<file path="src/rtl/pwm_ctrl.sv">
// PWM timebase controller: prescaled up-counter with shadowed period/compare/function
// registers that take effect only at a counter wrap, or immediately when the block is idle.
module pwm_ctrl #(
    parameter int unsigned PSC_W = 8
) (
    input  logic             clk,
    input  logic             rst,
    input  logic             en,
    input  logic             cnt_clr,
    input  logic [PSC_W-1:0] prescale,
    input  logic             cfg_wr,
    input  logic [15:0]      cfg_period,
    input  logic [15:0]      cfg_compare1,
    input  logic [15:0]      cfg_compare2,
    input  logic [7:0]       cfg_functions,
    output logic [15:0]      count_val,
    output logic [15:0]      period,
    output logic [15:0]      compare1,
    output logic [15:0]      compare2,
    output logic [7:0]       functions,
    output logic             pwm_en,
    output logic             ovf,
    output logic             cfg_busy,
    output logic             upd_done
);

    typedef enum logic [1:0] {
        S_IDLE = 2'd0,
        S_RUN  = 2'd1,
        S_PEND = 2'd2
    } state_t;

    state_t           r_state;
    state_t           w_state_nxt;
    logic [PSC_W-1:0] r_psc;
    logic [PSC_W-1:0] w_psc_nxt;
    logic [15:0]      w_cnt_nxt;
    logic [15:0]      r_sh_period;
    logic [15:0]      r_sh_cmp1;
    logic [15:0]      r_sh_cmp2;
    logic [7:0]       r_sh_func;
    logic             w_tick;
    logic             w_wrap;
    logic             w_ovf_nxt;
    logic             w_upd_nxt;
    logic             w_ld_cfg;
    logic             w_ld_sh;
    logic             w_cap_sh;

    always_comb begin
        w_state_nxt = r_state;
        w_psc_nxt   = r_psc;
        w_cnt_nxt   = count_val;
        w_ovf_nxt   = 1'b0;
        w_upd_nxt   = 1'b0;
        w_ld_cfg    = 1'b0;
        w_ld_sh     = 1'b0;
        w_cap_sh    = 1'b0;
        w_tick      = (r_state != S_IDLE) && (r_psc == prescale);
        // Only a period-match wrap counts; rolling over 0xFFFF is not a wrap.
        w_wrap      = w_tick && !cnt_clr && (count_val == period);

        case (r_state)
            S_IDLE: begin
                w_cnt_nxt = '0;
                w_psc_nxt = '0;
                if (cfg_wr) begin
                    w_ld_cfg  = 1'b1;
                    w_upd_nxt = 1'b1;
                end else if (en) begin
                    w_state_nxt = S_RUN;
                end
            end
            default: begin
                if (!en) begin
                    w_state_nxt = S_IDLE;
                    w_cnt_nxt   = '0;
                    w_psc_nxt   = '0;
                    if (cfg_wr) begin
                        w_ld_cfg  = 1'b1;
                        w_upd_nxt = 1'b1;
                    end else if (r_state == S_PEND) begin
                        w_ld_sh   = 1'b1;
                        w_upd_nxt = 1'b1;
                    end
                end else begin
                    if (cnt_clr) begin
                        w_cnt_nxt = '0;
                        w_psc_nxt = '0;
                    end else if (w_tick) begin
                        w_psc_nxt = '0;
                        if (w_wrap) begin
                            w_cnt_nxt = '0;
                            w_ovf_nxt = 1'b1;
                        end else begin
                            w_cnt_nxt = count_val + 16'd1;
                        end
                    end else begin
                        w_psc_nxt = r_psc + 1'b1;
                    end

                    if ((r_state == S_PEND) && w_wrap) begin
                        w_ld_sh     = 1'b1;
                        w_upd_nxt   = 1'b1;
                        w_state_nxt = S_RUN;
                    end
                    // A write coinciding with the wrap lands in shadow and keeps us pending.
                    if (cfg_wr) begin
                        w_cap_sh    = 1'b1;
                        w_state_nxt = S_PEND;
                    end
                end
            end
        endcase
    end

    always_ff @(posedge clk) begin
        if (rst) begin
            r_state     <= S_IDLE;
            r_psc       <= '0;
            count_val   <= '0;
            period      <= '0;
            compare1    <= '0;
            compare2    <= '0;
            functions   <= '0;
            r_sh_period <= '0;
            r_sh_cmp1   <= '0;
            r_sh_cmp2   <= '0;
            r_sh_func   <= '0;
            pwm_en      <= 1'b0;
            ovf         <= 1'b0;
            cfg_busy    <= 1'b0;
            upd_done    <= 1'b0;
        end else begin
            r_state   <= w_state_nxt;
            r_psc     <= w_psc_nxt;
            count_val <= w_cnt_nxt;
            ovf       <= w_ovf_nxt;
            upd_done  <= w_upd_nxt;
            pwm_en    <= (w_state_nxt != S_IDLE);
            cfg_busy  <= (w_state_nxt == S_PEND);
            if (w_ld_cfg) begin
                period    <= cfg_period;
                compare1  <= cfg_compare1;
                compare2  <= cfg_compare2;
                functions <= cfg_functions;
            end else if (w_ld_sh) begin
                period    <= r_sh_period;
                compare1  <= r_sh_cmp1;
                compare2  <= r_sh_cmp2;
                functions <= r_sh_func;
            end
            if (w_cap_sh) begin
                r_sh_period <= cfg_period;
                r_sh_cmp1   <= cfg_compare1;
                r_sh_cmp2   <= cfg_compare2;
                r_sh_func   <= cfg_functions;
            end
        end
    end

endmodule
</file>
<file path="config.mk">
export PLATFORM = sky130hd
export DESIGN_NAME = pwm_ctrl
export DESIGN_NICKNAME = d
export VERILOG_FILES = /design/src/rtl/pwm_ctrl.sv
export SDC_FILE = /design/constraint.sdc
export NUM_CORES = 1
export LEC_CHECK = 0
export ABC_AREA = 1
export CAP_MARGIN = 10
export CORE_ASPECT_RATIO = 0.8
export CORE_MARGIN = 2
export CORE_UTILIZATION = 55
export CTS_CLUSTER_SIZE = 25
export DETAILED_ROUTE_END_ITERATION = 12
export GPL_ROUTABILITY_DRIVEN = 0
export PLACE_DENSITY = 0.85
export SYNTH_ARGS = -nofsm -noshare
export SYNTH_HDL_FRONTEND = slang
export SYNTH_SLANG_ARGS = --single-unit
</file>
<file path="constraint.sdc">
create_clock -name clk -period 2.9 [get_ports clk]
set_input_delay 0.58 -clock clk [delete_from_list [all_inputs] [get_ports clk]]
set_output_delay 0.58 -clock clk [all_outputs]
set_load 0.1 [all_outputs]
</file>
* Yosys cells after proc, flatten, opt, wreduce, memory -nomap -nowiden *
Cells that the tools add are included.

word-level totals
  bits in registers = 142
  logic and storage cells = 64

operators by class
  add/subtract/negate cells = 2
  eq/ne operators = 4
  muxes and demuxes = 29
  bitwise logic cells = 2
  reductions and logical operators = 12

operator list
  operator               count
  $mux 16                7
  $add 16x1->16 const B  1
  $eq 16x16->1           1
  $mux 8                 2
  $mux 1                 14
  $mux 2                 6
  $reduce_or 5->1        2
  $add 8x1->8 const B    1
  $eq 8x8->1             1
  $reduce_bool 2->1      3
  $eq 2x2->1 const B     2
  $logic_and 1x1->1      4
  $reduce_or 4->1        1
  $logic_not 2->1        1
  $not 1->1              2
  $logic_not 1->1        1

* Depth between registers and ports, before layout *
  depth in word-level cells = 10
  depth in mapped cells = 15

* Least setup slack after synthesis *
OpenSTA, ideal clock, no wires.

  path kind = register to register
  from = register count_val[5]
  to = register compare2[0]
  library setup time = 0.115 ns
  arrival = 2.451 ns
  data required time = 2.785 ns
  slack = 0.334 ns
  cell stages (with the launch flop) = 14
  buffers on the path = 2
  cell sequence = dfxtp_1 inv_1 nand2_1 nand2_1 nor2_1 nand2_1 nor2_2 nand3_2 o21bai_2 nand2_1 buf_6 buf_2 a21oi_1 nor2_1

between the ends
  longest elaborated chain between the ends = 7

ends and longest elaborated chain
  element                      RTL line  source
  from (decl)                  16        output logic [15:0] count_val,
  from (signal assigned)       137       count_val <= w_cnt_nxt;
  $eq 16x16->1                 61        w_wrap = w_tick && !cnt_clr && (count_val == period);
  $logic_and 1x1->1            61
  $logic_and 1x1->1            102       if ((r_state == S_PEND) && w_wrap) begin
  $mux 1                       102
  $mux 1                       75        if (!en) begin
  $mux 1                       63        case (r_state)
  $reduce_bool 2->1 (no line)  -
  to (signal assigned)         145       compare2 <= cfg_compare2;
  to (signal assigned)         150       compare2 <= r_sh_cmp2;
  to (decl)                    19        output logic [15:0] compare2,

Every way passes these cells.
A chain may end at the register's enable or synchronous reset.

* Worst setup path in the final report *
  from = register count_val[0]
  to = register compare2[9]

The elaborated chain is that of the path after synthesis.

==> out/metrics.yaml <==
outcome:
  outcome: "finished clean"
routing:
  routedWlPerCell_um: 12.98
  drc: 0
  drtAntennaViolNets: 0
  drt_iter0_markers: 521
  vias: 6741
  viasPerCell: 5.181
  wl_um: 16890
  first_pass_iters: 5
layout:
  fin_util: 0.7218
  syn2layout_area_growth_pct: 28.22
  drive_above_1_share: 0.1228
  num-nets-final: 1208
cts:
  clk_latency_ps: 410
  clk_pin_slew_worst_paths_ps: 60
  cts_tree: "built"
  cts_setup_buffers: 0
  cts.repair.resized: 0
  cts_hold_buf: 0
  htreeDepth: 4
  cts_root_buffer: "clkbuf_16"
  cts_inserted_buffers: 17
  clock_path_buffers: 2
  cts.sinks: 142
global_routing:
  grt_max_degree: 91
  grtUsageTotal: 0.2542
  grt-ovfl-total: 0
  grt_pass1_wl_um: 28080
  grt_pass1_vias: 5983
  antenna_found_initial: 0
sta:
  hold_viol: 0
  fin_skew_ps: 7.756
  rsz0062_at_grt: "no"
  final-setup-viol-count: 0
  worst_pin_slew_ps: 403.0
  min_period_ps: 2136
  report.final.slew_viol_count: 0
  fmax_mhz: 468.1
  final.hold.worst_slack_ps: 477.9
  relSlewSlack: 0.7289
  fin_crit_sh: 0.7367
  tns_ps: 0
placed_design:
  port_buffers: 144
  post-dp-hpwl_um: 11500
floorplan:
  io_pins: 145
  core_um2: 12160
  dieArea_um2: 13360
  start_util: 0.5630
  die_h_um: 103.8
  rows: 36
  die_w_um: 128.7
synthesis:
  synth_cell_type_count: 29
  synth_top_family_by_area: "simple AND/OR/NAND/NOR gates"
  synth_seq_area_share: 0.4152
  syn-num-nets: 1094
  synth_fa_ha_area_frac: 0.003655
  synth-simple-area-share: 0.2571
  synth_seq_cells: 142
  avgSynthCellArea_um2: 6.693
  synth_compound_area_frac: 0.1658
  ys_warn_count: 0
  synth_mux_area_frac: 0.01974
  synth_area_um2: 6847
  synth_xor_area_frac: 0.02175
  netlist_instances: 1023
hold_path:
  min_path_type: "reg -> reg"
critical_path:
  required_ps: 3200
  arrival_ps: 2440
  crit_path_end_kind: "flip-flop"
  critPathKind: "reg -> reg"
  cp-start-kind: "flip-flop"
  path_max_fanout: 44
power:
  power_leakage_nw: 3.966
  power.density_nw_per_um2: 582.2
  peakVddDrop_v: 0.0004008
flow_run:
  cap_viol_max_count: 0
-- registers in the layout (all words and copies together) (netlist names) --
register     flops
period          16
pwm_en           1
upd_done         1
r_sh_func        8
r_state          2
r_sh_cmp1       16
compare2        16
r_sh_cmp2       16
r_sh_period     16
ovf              1
compare1        16
r_psc            8
count_val       16
cfg_busy         1
functions        8
-- stage by stage --
step	cell area [um^2]	power, mW	setup WS, ps	cells
5_1_grt	8776	5.310	537.6	1300
6_report	8778	5.111	763.5	1301
4_1_cts	8776	5.143	792.7	1300
2_1_floorplan	6847	2.851	334.3	1023
3_3_place_gp	8225	3.112	401.5	1270
3_5_place_dp	8225	3.124	373.5	1270
-- logic make-up (layout without fill, tap and decap cells) --
group                      after synthesis  after routing
AOI/OAI and AO/OA                      224            224
xor gates and xnor gates                17             17
adders and majority gates                2              2
buffers and inverters                  202            327
DFF                                    142            142
muxes                                   12             12
other                                    0              1
and+or+nand+nor                        424            424
-- layout by cell type (no fill, tap or decap), drive strengths merged --
cell type      instances
o21bai                 1
o21ai                105
xnor2                  7
nor2                 126
diode                  1
mux2                  12
o211ai                 1
nand4                  8
nor3b                  3
buf                   90
ha                     2
a31oi                  2
inv                  139
nand2                195
clkbuf                23
bufinv                 1
nand3                 72
clkinvlp               1
nor2b                  1
clkinv                 5
xor2                  10
nand3b                 4
clkdlybuf4s50         68
dfxtp                142
nor3                  12
a211oi                 1
nor4                   3
a21oi                114
-- critical path: stages, from the launching register on --
cell	delay, ps
dfxtp_1	530
inv_1	130
nand2_1	80
nand2_1	70
nor2_1	80
nand2_1	60
nor2_1	110
nand3_2	150
o21bai_2	180
nand2_4	170
buf_12	230
a21oi_1	160
nor2_1	60
-- metal layers --
| metal | vias up | global-route usage | wire length (um) |
|---|---|---|---|
| met5 | - | 0 | 0 |
| met4 | 0 | 0.06522 | 187 |
| met3 | 20 | 0.07128 | 1589 |
| met2 | 265 | 0.3806 | 7524 |
| met1 | 2955 | 0.3610 | 7585 |
| li1 | 3501 | - | - |
-- where the power goes --
group	total (mW)	switching, mW	internal [mW]
Clock	2.02	0.771	1.25
Sequential	2.08	0.0507	2.03
Combinational	1.00	0.704	0.301
Total	5.11	1.53	3.59
-- final timing paths --
path,start,to,slack (ps),cells after the start
worst max-delay path,count_val[0],compare2[9],760,12
worst min-delay path,r_psc[0],r_psc[0],480,1
worst max register to register,count_val[0],compare2[9],760,12
worst min register to register,r_psc[0],r_psc[0],480,1
-- cell usage after synthesis, drive strengths merged --
master / instances / area, um^2
o21ai: 105 / 525.5
nor4: 3 / 18.77
o211ai: 1 / 7.510
clkbuf: 51 / 191.4
nand4: 8 / 50.05
xnor2: 7 / 61.31
mux2: 12 / 135.1
o21bai: 1 / 11.26
a211oi: 1 / 7.510
inv: 139 / 521.8
nand3b: 4 / 30.03
buf: 12 / 86.33
nand2: 195 / 732.0
nor3: 12 / 60.06
nand3: 72 / 365.3
ha: 2 / 25.02
a31oi: 2 / 12.51
xor2: 10 / 87.58
a21oi: 114 / 570.6
nor3b: 3 / 22.52
nor2: 126 / 475.5
dfxtp: 142 / 2843
nor2b: 1 / 6.260
-- layout make-up --
class / count / area (um^2)
fill: 1015 / 3383
multi-input combinational: 679 / 3227
sequential: 142 / 2843
timing repair buffer: 158 / 1444
inverter: 139 / 521.8
clock buffer: 23 / 488.0
tap: 152 / 190.2
clock inverter: 7 / 62.56
antenna: 1 / 2.502
Note: power is estimated with default switching activity, not from simulation.
